$ cat config.mk
export PLATFORM = sky130hd
export DESIGN_NAME = vg_wr_precomp
export DESIGN_NICKNAME = d
export VERILOG_FILES = /design/src/rtl/vg_wr_precomp.sv
export SDC_FILE = /design/constraint.sdc
export NUM_CORES = 1
export LEC_CHECK = 0
export ABC_AREA = 1
export BUFFER_PORTS_ARGS = -buffer_cell sky130_fd_sc_hd__buf_2
export CELL_PAD_IN_SITES_DETAIL_PLACEMENT = 1
export CELL_PAD_IN_SITES_GLOBAL_PLACEMENT = 1
export CORE_MARGIN = 2
export CORE_UTILIZATION = 38
export CTS_BUF_LIST = sky130_fd_sc_hd__clkbuf_4 sky130_fd_sc_hd__clkbuf_8
export DETAILED_ROUTE_END_ITERATION = 10
export PLACE_DENSITY_LB_ADDON = 0.15
export RECOVER_POWER = 25
export SKIP_LAST_GASP = 1
export SYNTH_ARGS = -nofsm -noshare
export SYNTH_HDL_FRONTEND = slang
export SYNTH_SLANG_ARGS = --single-unit
$ cat constraint.sdc
create_clock -name fclk -period 1.3 [get_ports fclk]
set_clock_uncertainty 0.15 [all_clocks]
set_input_delay 0.065 -clock fclk [delete_from_list [all_inputs] [get_ports fclk]]
set_output_delay 0.065 -clock fclk [all_outputs]
set_load 0.01 [all_outputs]
$ cat src/rtl/vg_wr_precomp.sv
// Write-data precompensation for a WD1793: synchronizes the controller's write strobes and
// re-times each data pulse into an early, nominal or late slot with a fixed width and recovery.
module vg_wr_precomp #(
    parameter int DLY_NOM = 4,
    parameter int PCOMP   = 4,
    parameter int PW      = 6,
    parameter int REC     = 2
) (
    input  logic       fclk,
    input  logic       rst,
    input  logic       vg_wd,
    input  logic       vg_wg,
    input  logic       vg_tr43,
    input  logic       vg_sl,
    input  logic       vg_sr,
    output logic       wdat_n,
    output logic       wgate_n,
    output logic       busy,
    output logic       ovf,
    output logic [1:0] dbg_state
);
    typedef enum logic [1:0] {
        IDLE  = 2'd0,
        DLY   = 2'd1,
        PULSE = 2'd2,
        RECV  = 2'd3
    } state_t;

    localparam logic [3:0] D_NOM   = 4'(DLY_NOM);
    localparam logic [3:0] D_EARLY = 4'(DLY_NOM - PCOMP);
    localparam logic [3:0] D_LATE  = 4'(DLY_NOM + PCOMP);
    localparam logic [3:0] PW_C    = 4'(PW);
    localparam logic [3:0] REC_C   = 4'(REC);

    logic [4:0] meta_q;
    logic [4:0] sync_q;
    logic [1:0] fill_q;
    logic       wd_s, wg_s, tr_s, sl_s, sr_s;
    logic       wd_prev_q, wg_prev_q, armed_q;
    logic       wd_edge, wg_rise;
    state_t     state_q, state_d;
    logic [3:0] cnt_q, cnt_d, dly_sel;
    logic       ovf_set, ovf_d;

    always_ff @(posedge fclk) begin
        if (rst) begin
            meta_q <= '0;
            sync_q <= '0;
            fill_q <= '0;
        end else begin
            meta_q <= {vg_wd, vg_wg, vg_tr43, vg_sl, vg_sr};
            sync_q <= meta_q;
            fill_q <= {fill_q[0], 1'b1};
        end
    end

    assign {wd_s, wg_s, tr_s, sl_s, sr_s} = sync_q;

    // Edges are only armed once a genuine low has come through the filled synchronizer,
    // so a line already high when reset releases does not look like a fresh edge.
    always_ff @(posedge fclk) begin
        if (rst) begin
            wd_prev_q <= 1'b0;
            wg_prev_q <= 1'b0;
            armed_q   <= 1'b0;
        end else begin
            wd_prev_q <= wd_s;
            wg_prev_q <= wg_s;
            armed_q   <= armed_q | (fill_q[1] & ~wd_s);
        end
    end

    assign wd_edge = wd_s & ~wd_prev_q & armed_q;
    assign wg_rise = wg_s & ~wg_prev_q;

    always_comb begin
        dly_sel = D_NOM;
        if (tr_s && sl_s && !sr_s) begin
            dly_sel = D_EARLY;
        end else if (tr_s && sr_s && !sl_s) begin
            dly_sel = D_LATE;
        end
    end

    always_comb begin
        state_d = state_q;
        cnt_d   = cnt_q;
        case (state_q)
            IDLE: begin
                if (wd_edge) begin
                    if (dly_sel == 4'd0) begin
                        state_d = PULSE;
                        cnt_d   = PW_C;
                    end else begin
                        state_d = DLY;
                        cnt_d   = dly_sel;
                    end
                end
            end
            DLY: begin
                if (cnt_q == 4'd1) begin
                    state_d = PULSE;
                    cnt_d   = PW_C;
                end else begin
                    cnt_d = cnt_q - 4'd1;
                end
            end
            PULSE: begin
                if (cnt_q == 4'd1) begin
                    state_d = RECV;
                    cnt_d   = REC_C;
                end else begin
                    cnt_d = cnt_q - 4'd1;
                end
            end
            RECV: begin
                if (cnt_q == 4'd1) begin
                    state_d = IDLE;
                    cnt_d   = 4'd0;
                end else begin
                    cnt_d = cnt_q - 4'd1;
                end
            end
            default: begin
                state_d = IDLE;
                cnt_d   = 4'd0;
            end
        endcase
        // Dropping the gate aborts whatever is in flight.
        if (!wg_s) begin
            state_d = IDLE;
            cnt_d   = 4'd0;
        end
    end

    // An edge seen outside IDLE (including the RECV exit cycle) is lost and flagged.
    assign ovf_set = wd_edge & wg_s & (state_q != IDLE);
    assign ovf_d   = ovf_set ? 1'b1 : (wg_rise ? 1'b0 : ovf);

    always_ff @(posedge fclk) begin
        if (rst) begin
            state_q <= IDLE;
            cnt_q   <= 4'd0;
            wdat_n  <= 1'b1;
            wgate_n <= 1'b1;
            ovf     <= 1'b0;
        end else begin
            state_q <= state_d;
            cnt_q   <= cnt_d;
            wdat_n  <= (state_d != PULSE);
            wgate_n <= ~wg_s;
            ovf     <= ovf_d;
        end
    end

    assign busy      = (state_q != IDLE);
    assign dbg_state = state_q;

endmodule

==> results of run 1 <==
## final cells by class
class | count | share of cell area [%]
Sequential cell | 24 | 37.6
Multi-Input combinational cell | 65 | 30.8
Timing Repair Buffer | 28 | 16.4
Inverter | 28 | 8.39
Tap cell | 30 | 2.86
Clock inverter | 1 | 2.29
Clock buffer | 3 | 1.72
## power groups by stage
| stage | sequential [mW] | combinational (mW) | clock, mW |
|---|---|---|---|
| floorplan | 0.781 | 0.0357 | 0 |
| global placement | 0.782 | 0.0504 | 0 |
| detailed placement | 0.784 | 0.0529 | 0 |
| CTS | 0.763 | 0.0701 | 0.556 |
| global route | 0.763 | 0.0776 | 0.588 |
| finish | 0.761 | 0.0673 | 0.537 |
## layout by cell type (no fill, tap or decap), drive strengths merged
master       Yosys  final
o21ai            6      6
a211oi           1      1
nand2           14     14
clkbuf           0      4
dfxtp           24     24
nand4            2      2
ha               2      2
inv             28     28
a21oi            5      5
bufinv           0      1
buf              2     21
nand3b           2      2
xor2             1      1
nor2            23     23
dlygate4sd3      0      6
nand3            9      9
## timing repair
action	4_1_cts	5_1_grt
setup buffers	4	1
hold buffers	7	0
resized for setup	11	14
pin swaps	1	3
endpoints found under the hold margin	11	0
endpoints found under the setup margin	6	9
## flip-flops by register name (all words and copies together) (netlist names), 2 cells and up
name,cells
meta_q,5
sync_q,5
dbg_state,2
fill_q,2
cnt_q,4
## cell families after synthesis
logic type	after synthesis
adder cells (fa/ha/maj)	2
AO/OA/AOI/OAI	12
AND/OR/NAND/NOR	50
XOR/XNOR	1
buffers and inverters	30
flip-flops	24
## worst max path at each step
| stage | from | depth (start not counted) | slack (ps) | endpoint |
|---|---|---|---|---|
| 2_1_floorplan | cnt_q[0] | 6 | 30 | dbg_state[1] |
| 3_3_place_gp | cnt_q[0] | 6 | 2 | dbg_state[1] |
| 3_5_place_dp | cnt_q[0] | 6 | -80 | wdat_n |
| 4_1_cts | dbg_state[0] | 3 | -8 | busy |
| 5_1_grt | dbg_state[1] | 3 | -60 | busy |
| 6_report | cnt_q[1] | 7 | -7 | dbg_state[1] |
## layer usage
metal  global-route usage (%)  wire, um  vias up
li1                         -         -      418
met1                     19.1       911      370
met2                     31.7      1100       10
met3                     3.28        45        5
met4                     10.0        48        0
met5                        0         0        -
## through the flow
stage	instance area [sq um]	util (%)	hold WS [ps]	setup TNS, ps	setup slack [ps]
floorplan	960	-	22.0	0	32.5
global placement	1080	44.6	115	0	1.63
detailed placement	1080	44.6	126	-212	-84.0
CTS	1270	52.3	266	-15.8	-8.38
global route	1310	54.0	280	-245	-62.3
finish	1310	54.0	262	-6.76	-6.76
## worst min-delay path, stage by stage (launching register included)
cell	delay (ps)
dfxtp_1	320
inv_1	40
nor2_1	30
==> flow_metrics.env, run 1 <==
export IMPL_cp_top_family="flip-flops"
export IMPL_filler_cell_count=310
export IMPL_yosys_register_bits=24
export IMPL_antenna_cells=0
export IMPL_netSwitchingFraction_pct=19.6
export IMPL_wl_per_cell_um=11.7
export IMPL_io_buffer_count=12
export IMPL_antenna_found_initial=0
export IMPL_total_power_mw=1.37
export IMPL_min_path_type="flop to flop"
export IMPL_crit_buf_inv=2
export IMPL_rsz0062_at_grt="yes"
export IMPL_grt_usage_pct=17.6
export IMPL_cp_arrival_ps=1390
export IMPL_hp_start="meta_q[0]"
export IMPL_cts_sinks=24
export IMPL_rows=18
export IMPL_hold_viol_final=0
export IMPL_violations="setup timing"
export IMPL_grt_overflow_total=0
export IMPL_die_h_um=54.3
export IMPL_worstMarginPinSlew_ps=303
export IMPL_dieArea_sq_um=2940
export IMPL_drive_above_1_share_pct=31.5
export IMPL_worstSetupPathType="flop to flop"
export IMPL_clk_pin_slew_ps=130
export IMPL_crit_slowest_cell="dfxtp_2"
export IMPL_netlist_top_cells_count="inv_1 (27), dfxtp_1 (24), nor2_1 (17)"
export IMPL_switching_power_mw=0.267
export IMPL_ios=13
export IMPL_cts_max_path_buffers=2
export IMPL_outcome="finished, violations left"
export IMPL_layout_cells_non_filler=179
export IMPL_worst_hold_path_endpoint="sync_q[0]"
export IMPL_post_route_min_period_ps=1310
export IMPL_grt_max_degree=16
export IMPL_timing_rr_start="cnt_q[1]"
export IMPL_post_synth_top_count_cell="inv_1"
export IMPL_netlist_top_cells_area="dfxtp_1 (50%), inv_1 (11%), nor2_1 (6.6%), nand2_1 (5.5%), nand3_1 (4.2%)"
export IMPL_ys_seq_area_share_pct=50.1
export IMPL_power_density_nw_per_um2=1040
export IMPL_synth_xor_area_share_pct=0.913
export IMPL_multiInputGateArea_sq_um=404
export IMPL_synth_fa_ha_area_share_pct=2.61
export IMPL_synth_edf_count=0
export IMPL_worstReg2RegEnd="dbg_state[1]"
export IMPL_ys_async_sr_fraction_pct=0
export IMPL_yosys_warnings=0
export IMPL_synth_distinct_cells=20
export IMPL_syn_to_final_growth_pct=36.8
export IMPL_numCtsBuffers=3
export IMPL_cts_tree="built"
export IMPL_setup_viol=1
export IMPL_start_util_pct=39.5
export IMPL_synth_top_family_by_area="simple AND/OR/NAND/NOR gates"
export IMPL_cp_cell_sequence="inv_2 > ha_4 > nand3_4 > o21ai_1 > nand3_2 > nand2_1 > inv_1"
export IMPL_synth_largest_area_cell="dfxtp_1"
export IMPL_cap_violations=0
export IMPL_grt_pass1_wl_mm=3.53
export IMPL_core_area_sq_um=2430
export IMPL_drt_iter0_drc=1
export IMPL_synth_top_area_share_pct=50.1
export IMPL_grt_pass1_vias=826
export IMPL_syn_inst=119
export IMPL_synth_simple_gate_area_share_pct=27.0
export IMPL_drt_first_pass_iters=3
export IMPL_end_kind="flop"
export IMPL_drtAntennaViolNets=0
export IMPL_dp_cells=164
export IMPL_p_clk_share_pct=39.4
export IMPL_combPwrFrac_pct=4.9
export IMPL_critPathLaunchType="flop"
export IMPL_synth_flop_cell="dfxtp_1"
export IMPL_reg2reg_slack_ps=-7
export IMPL_ir_drop_uv=792
export IMPL_register_area_sq_um=493
export IMPL_drc=0
export IMPL_syn_area_sq_um=960
export IMPL_wl_mm=2.10
export IMPL_root_buffer="clkbuf_4"
export IMPL_synth_compound_area_share_pct=6.91
export IMPL_r2r_cells=7
export IMPL_synthMuxAreaShare_pct=0
export IMPL_syn_avg_cell_area_sq_um=8.06
export IMPL_cp_max_fo=6
export IMPL_cts_max_level=1
export IMPL_insertion_delay_ps=320
export IMPL_syn_num_nets=128
export IMPL_p_leak_nw=0.609
export IMPL_num_vias=803
export IMPL_final_nets=159
export IMPL_dieWidth_um=54.3
export IMPL_drv_slew=0
export IMPL_hpwl_mm=1.50
export IMPL_p_int_mw=1.10
export IMPL_place_congestion=0.816
export IMPL_power_frac_seq_pct=55.7
export IMPL_worstHoldPathCells=2
export IMPL_worst_ep_required_time_ps=1380
export IMPL_max_slew_margin_pct=79.8
export IMPL_timing_fmax_ghz=0.765
export IMPL_via_per_inst=4.49
export IMPL_layout_setup_ws_ps=-6.76
export IMPL_cp_slowest_stage_delay_ps=350
export IMPL_post_route_period_util_pct=101
Power figures use the tool's default switching activity.
==> run 2, diff against run 1 <==
CORE_UTILIZATION = 36   (was 38)
CTS_BUF_LIST = unset   (was sky130_fd_sc_hd__clkbuf_4 sky130_fd_sc_hd__clkbuf_8)
RECOVER_POWER = 50   (was 25)
==> run 2 against run 1 <==
Effect of this change: the flow now finishes without violations; first-iteration DRC count rose to 14 times the previous value; clock power barely moved; largest power group unchanged; total power rose by 0.73%; routed wire length fell by 1.9%; clock-buffer cell count did not move; sequential share of layout area fell by 0.27 points; non-clock buffer count rose by 1.
==> flow_metrics.env, run 2 (synthesized netlist as in run 1, its figures left out) <==
export IMPL_outcome="finished clean"
export IMPL_layout_setup_ws_ps=2.17
export IMPL_filler_cell_count=308
export IMPL_end_kind="flop"
export IMPL_cap_violations=0
export IMPL_crit_slowest_cell="dfxtp_2"
export IMPL_numCtsBuffers=3
export IMPL_drt_first_pass_iters=4
export IMPL_root_buffer="clkbuf_4"
export IMPL_min_path_type="input port to flop"
export IMPL_grt_pass1_vias=833
export IMPL_drt_iter0_drc=14
export IMPL_total_power_mw=1.38
export IMPL_io_buffer_count=12
export IMPL_timing_fmax_ghz=0.771
export IMPL_hold_viol_final=0
export IMPL_dieArea_sq_um=3090
export IMPL_drv_slew=0
export IMPL_setup_viol=0
export IMPL_cp_arrival_ps=1370
export IMPL_grt_overflow_total=0
export IMPL_die_h_um=55.6
export IMPL_antenna_found_initial=0
export IMPL_grt_pass1_wl_mm=3.49
export IMPL_drtAntennaViolNets=0
export IMPL_ios=13
export IMPL_worst_ep_required_time_ps=1370
export IMPL_antenna_cells=0
export IMPL_ir_drop_uv=1120
export IMPL_clk_pin_slew_ps=140
export IMPL_cts_max_path_buffers=2
export IMPL_rows=18
export IMPL_final_common_cell="inv_1"
export IMPL_grt_max_degree=15
export IMPL_hpwl_mm=1.51
export IMPL_final_nets=160
export IMPL_cp_slowest_stage_delay_ps=360
export IMPL_drc=0
export IMPL_post_route_min_period_ps=1300
export IMPL_cts_max_level=1
export IMPL_cp_max_fo=6
export IMPL_core_area_sq_um=2500
export IMPL_rsz0062_at_grt="yes"
export IMPL_wl_per_cell_um=11.5
export IMPL_place_congestion=0.843
export IMPL_syn_to_final_growth_pct=37.4
export IMPL_power_density_nw_per_um2=1040
export IMPL_via_per_inst=4.44
export IMPL_final_cell_mix="inv_1 (25), dfxtp_1 (19), nor2_1 (14)"
export IMPL_drive_above_1_share_pct=32.7
export IMPL_cp_cell_sequence="inv_2 > ha_4 > nand3_4 > o21ai_1 > nand3_2 > nand2_1 > inv_1"
export IMPL_design_area_sq_um=1320
export IMPL_worstSetupPathType="flop to flop"
export IMPL_register_area_sq_um=492
export IMPL_grt_usage_pct=14.3
export IMPL_max_slew_margin_pct=76.9
export IMPL_multiInputGateArea_sq_um=410
export IMPL_num_vias=800
export IMPL_p_leak_nw=0.621
export IMPL_cts_tree="built"
export IMPL_post_route_period_util_pct=99.8
export IMPL_place_ws_ps=-103
export IMPL_worstMarginPinSlew_ps=346
export IMPL_reg_top3="meta_q (5), sync_q (5), cnt_q (4)"
export IMPL_insertion_delay_ps=310
export IMPL_critPathLaunchType="flop"
export IMPL_dieWidth_um=55.6
export IMPL_start_util_pct=38.4
export IMPL_cts_sinks=24
export IMPL_place_area_sq_um=1080
export IMPL_wl_mm=2.06
-- run 2: final cells by class --
cell class / count / share of cell area, %
Clock buffer: 3 / 1.71
Clock inverter: 1 / 2.28
Inverter: 28 / 8.35
Multi-Input combinational cell: 65 / 31.1
Sequential cell: 24 / 37.3
Tap cell: 30 / 2.85
Timing Repair Buffer: 29 / 16.4
-- run 2: power breakdown --
part           switching [mW]  internal, mW
logic                  0.0349        0.0384
clock network           0.227         0.311
registers             0.00876         0.754
total                   0.271          1.10
-- run 2: metal layers --
layer	global-route usage [%]	share of wire (%)	vias to the layer above
met3	3.49	3.2	2
met5	0	0	-
met1	15.1	41	364
met2	26.9	55	11
met4	5.57	0.73	0
li1	-	-	423
-- run 2: timing repair --
item | in CTS | in global routing
setup endpoints to repair | 7 | 8
hold endpoints to repair | 11 | 0
pin swaps | 1 | 4
buffers inserted | 3 | 2
hold buffers | 8 | 0
gates resized for setup | 11 | 14
-- run 2: worst paths after layout --
kind	end	depth (start not counted)	slack [ps]	from
worst max-delay path	dbg_state[1]	7	2	cnt_q[1]
worst min-delay path	wd_prev_q	3	190	rst
worst max register to register	dbg_state[1]	7	2	cnt_q[1]
worst min register to register	sync_q[1]	2	260	meta_q[1]
-- run 2: critical path, delay by kind of cell (launching register included) --
family	cells	cell delay [ps]
AOI/OAI and AO/OA	1	170
adders and majority gates	1	160
buffers and inverters	2	120
DFF	1	360
and+or+nand+nor	3	260
-- run 2: through the flow --
| stage | instances | hold slack, ps | setup TNS, ps | util (%) |
|---|---|---|---|---|
| 6_report | 180 | 185 | 0 | 52.8 |
| 5_1_grt | 180 | 218 | -269 | 52.8 |
| 4_1_cts | 178 | 264 | 0 | 50.6 |
| 3_5_place_dp | 163 | 124 | -330 | 43.1 |
| 3_3_place_gp | 163 | 113 | 0 | 43.1 |
| 2_1_floorplan | 119 | 22.0 | 0 | - |
==> run 3, diff against run 2 <==
CTS_CLUSTER_SIZE = 24   (was unset)
clock period = 1.1 ns   (was 1.3 ns; I/O delays follow)
==> run 3 against run 2 <==
Effect of this change: the flow now finishes with violations (setup timing); critical path depth unchanged; first-iteration DRC count fell by 21%; clock power down 31%; hold slack improved by 78 ps; routed wire length rose by 8.4%; setup slack worse by 210 ps; total power fell by 1.1%; core utilization up 3.6 points; sequential power rose by 18%; maximum frequency decreased by 0.63%; critical path type unchanged; critical endpoint is now wdat_n; largest cell class unchanged; largest power group unchanged; highest routed layer unchanged.
==> flow_metrics.env, run 3 (synthesized netlist as in run 1, its figures left out) <==
export IMPL_cts_max_path_buffers=2
export IMPL_worst_ep_required_time_ps=1150
export IMPL_crit_slowest_cell="dfxtp_2"
export IMPL_violations="setup timing"
export IMPL_place_congestion=0.740
export IMPL_antenna_found_initial=0
export IMPL_layout_setup_ws_ps=-206
export IMPL_ios=13
export IMPL_drt_iter0_drc=11
export IMPL_reg_top3="meta_q (5), sync_q (5), cnt_q (4)"
export IMPL_gr_usage_met3_pct=3.49
export IMPL_hold_ws_ps=263
export IMPL_antenna_cells=0
export IMPL_final_cell_mix="inv_1 (23), dfxtp_1 (17), nor2_1 (15), buf_4 (15), nand2_1 (12)"
export IMPL_dieArea_sq_um=3090
export IMPL_power_frac_seq_pct=66.3
export IMPL_numCtsBuffers=3
export IMPL_max_slew_margin_pct=78.9
export IMPL_ir_drop_uv=808
export IMPL_hold_viol_final=0
export IMPL_cp_max_fo=6
export IMPL_cp_cell_sequence="inv_2 > ha_4 > nand3_4 > nor2_4 > nand2_2 > nand3_2 > nand3_1"
export IMPL_hpwl_mm=1.49
export IMPL_root_buffer="clkbuf_4"
export IMPL_gr_max_usage_layer="met2"
export IMPL_cp_arrival_ps=1360
export IMPL_min_path_type="flop to flop"
export IMPL_layout_cells_non_filler=189
export IMPL_cp_slowest_stage_delay_ps=340
export IMPL_worstSetupPathType="flop to flop"
export IMPL_post_route_period_util_pct=119
export IMPL_core_area_sq_um=2500
export IMPL_via_per_inst=4.52
export IMPL_cts_max_level=1
export IMPL_die_h_um=55.6
export IMPL_dieWidth_um=55.6
export IMPL_timing_fmax_ghz=0.766
export IMPL_drc=0
export IMPL_met2_usage_pct=30.3
export IMPL_met1_usage_pct=17.4
export IMPL_grt_usage_pct=16.6
export IMPL_drtAntennaViolNets=0
export IMPL_start_util_pct=38.4
export IMPL_syn_to_final_growth_pct=46.7
export IMPL_place_ws_ps=-232
export IMPL_netSwitchingFraction_pct=21.7
export IMPL_rows=18
export IMPL_num_vias=854
export IMPL_drive_above_1_share_pct=42.1
export IMPL_p_clk_share_pct=27.3
export IMPL_drt_first_pass_iters=4
export IMPL_grt_max_degree=17
export IMPL_cts_tree="built"
export IMPL_wl_per_cell_um=11.8
export IMPL_worstMarginPinSlew_ps=316
export IMPL_switching_power_mw=0.295
export IMPL_critPathLaunchType="flop"
export IMPL_crit_buf_inv=1
export IMPL_end_kind="flop"
export IMPL_cts_sinks=24
export IMPL_grt_pass1_vias=889
export IMPL_insertion_delay_ps=310
export IMPL_p_leak_nw=0.644
export IMPL_dp_cells=173
export IMPL_wl_mm=2.24
export IMPL_post_route_min_period_ps=1310
export IMPL_outcome="finished, violations left"
export IMPL_hp_start="meta_q[1]"
export IMPL_io_buffer_count=12
export IMPL_p_int_mw=1.07
export IMPL_drv_slew=0
export IMPL_grt_pass1_wl_mm=3.93
export IMPL_cap_violations=0
export IMPL_startpoint="cnt_q[1]"
export IMPL_cp_top_family="simple AND/OR/NAND/NOR gates"
export IMPL_grt_overflow_total=0
export IMPL_final_nets=170
export IMPL_timing_rr_start="cnt_q[1]"
export IMPL_combPwrFrac_pct=6.3
export IMPL_setup_viol=10
export IMPL_clk_pin_slew_ps=120
export IMPL_power_density_nw_per_um2=966
export IMPL_final_common_cell="inv_1"
export IMPL_rsz0062_at_grt="yes"
run 3: changes by cell type in the layout (fill, tap and decap cells not counted), sizes merged:
cell,before,now
bufinv,1,0
dlygate4sd3,7,6
clkbuf,3,6
dlymetal6s4s,1,0
buf,21,30
run 3: final cells by class:
class	count	area [sq um]
Tap cell	30	37.5
Timing Repair Buffer	39	310
Sequential cell	24	494
Fill cell	313	1090
Multi-Input combinational cell	65	433
Inverter	28	110
Clock buffer	3	22.5
run 3: timing repair:
action,CTS,global route
pin swaps,13,5
gates resized for setup,28,4
setup endpoints to repair,11,11
setup buffers,6,3
hold buffers,6,0
hold endpoints to repair,10,0
run 3: worst reg2reg max path, stage by stage, from the launching register on:
cell     delay [ps]
dfxtp_2         340
inv_2            80
ha_4            160
nand3_4         120
nor2_4          110
nand2_2          80
nand3_2          90
nand3_1          80
run 3: worst paths after layout:
check	end	slack (ps)	cells past startpoint
worst min-delay path	sync_q[1]	260	2
worst max-delay path	wdat_n	-210	7
worst max register to register	wdat_n	-210	7
worst min register to register	sync_q[1]	260	2
run 3: per-layer routing:
metal,up-vias,part of all wire [%]
li1,439,-
met4,0,3.0
met3,6,2.4
met1,396,42
met2,13,53
met5,-,0
run 3: power groups by stage:
stage | combinational, mW | clock [mW] | sequential (mW)
2_1_floorplan | 0.0440 | 0 | 0.919
3_3_place_gp | 0.0707 | 0 | 0.919
5_1_grt | 0.0976 | 0.442 | 0.906
3_5_place_dp | 0.0722 | 0 | 0.920
4_1_cts | 0.0924 | 0.394 | 0.902
6_report | 0.0858 | 0.372 | 0.902
run 3: per-stage QoR:
| step | util (%) | total power [mW] | setup TNS (ps) | instance area, sq um |
|---|---|---|---|---|
| detailed placement | 48.0 | 0.992 | -988 | 1200 |
| CTS | 56.6 | 1.39 | -1310 | 1420 |
| floorplan | - | 0.963 | -218 | 1010 |
| global placement | 48.0 | 0.990 | -811 | 1200 |
| global route | 56.3 | 1.45 | -2600 | 1410 |
| finish | 56.3 | 1.36 | -1430 | 1410 |
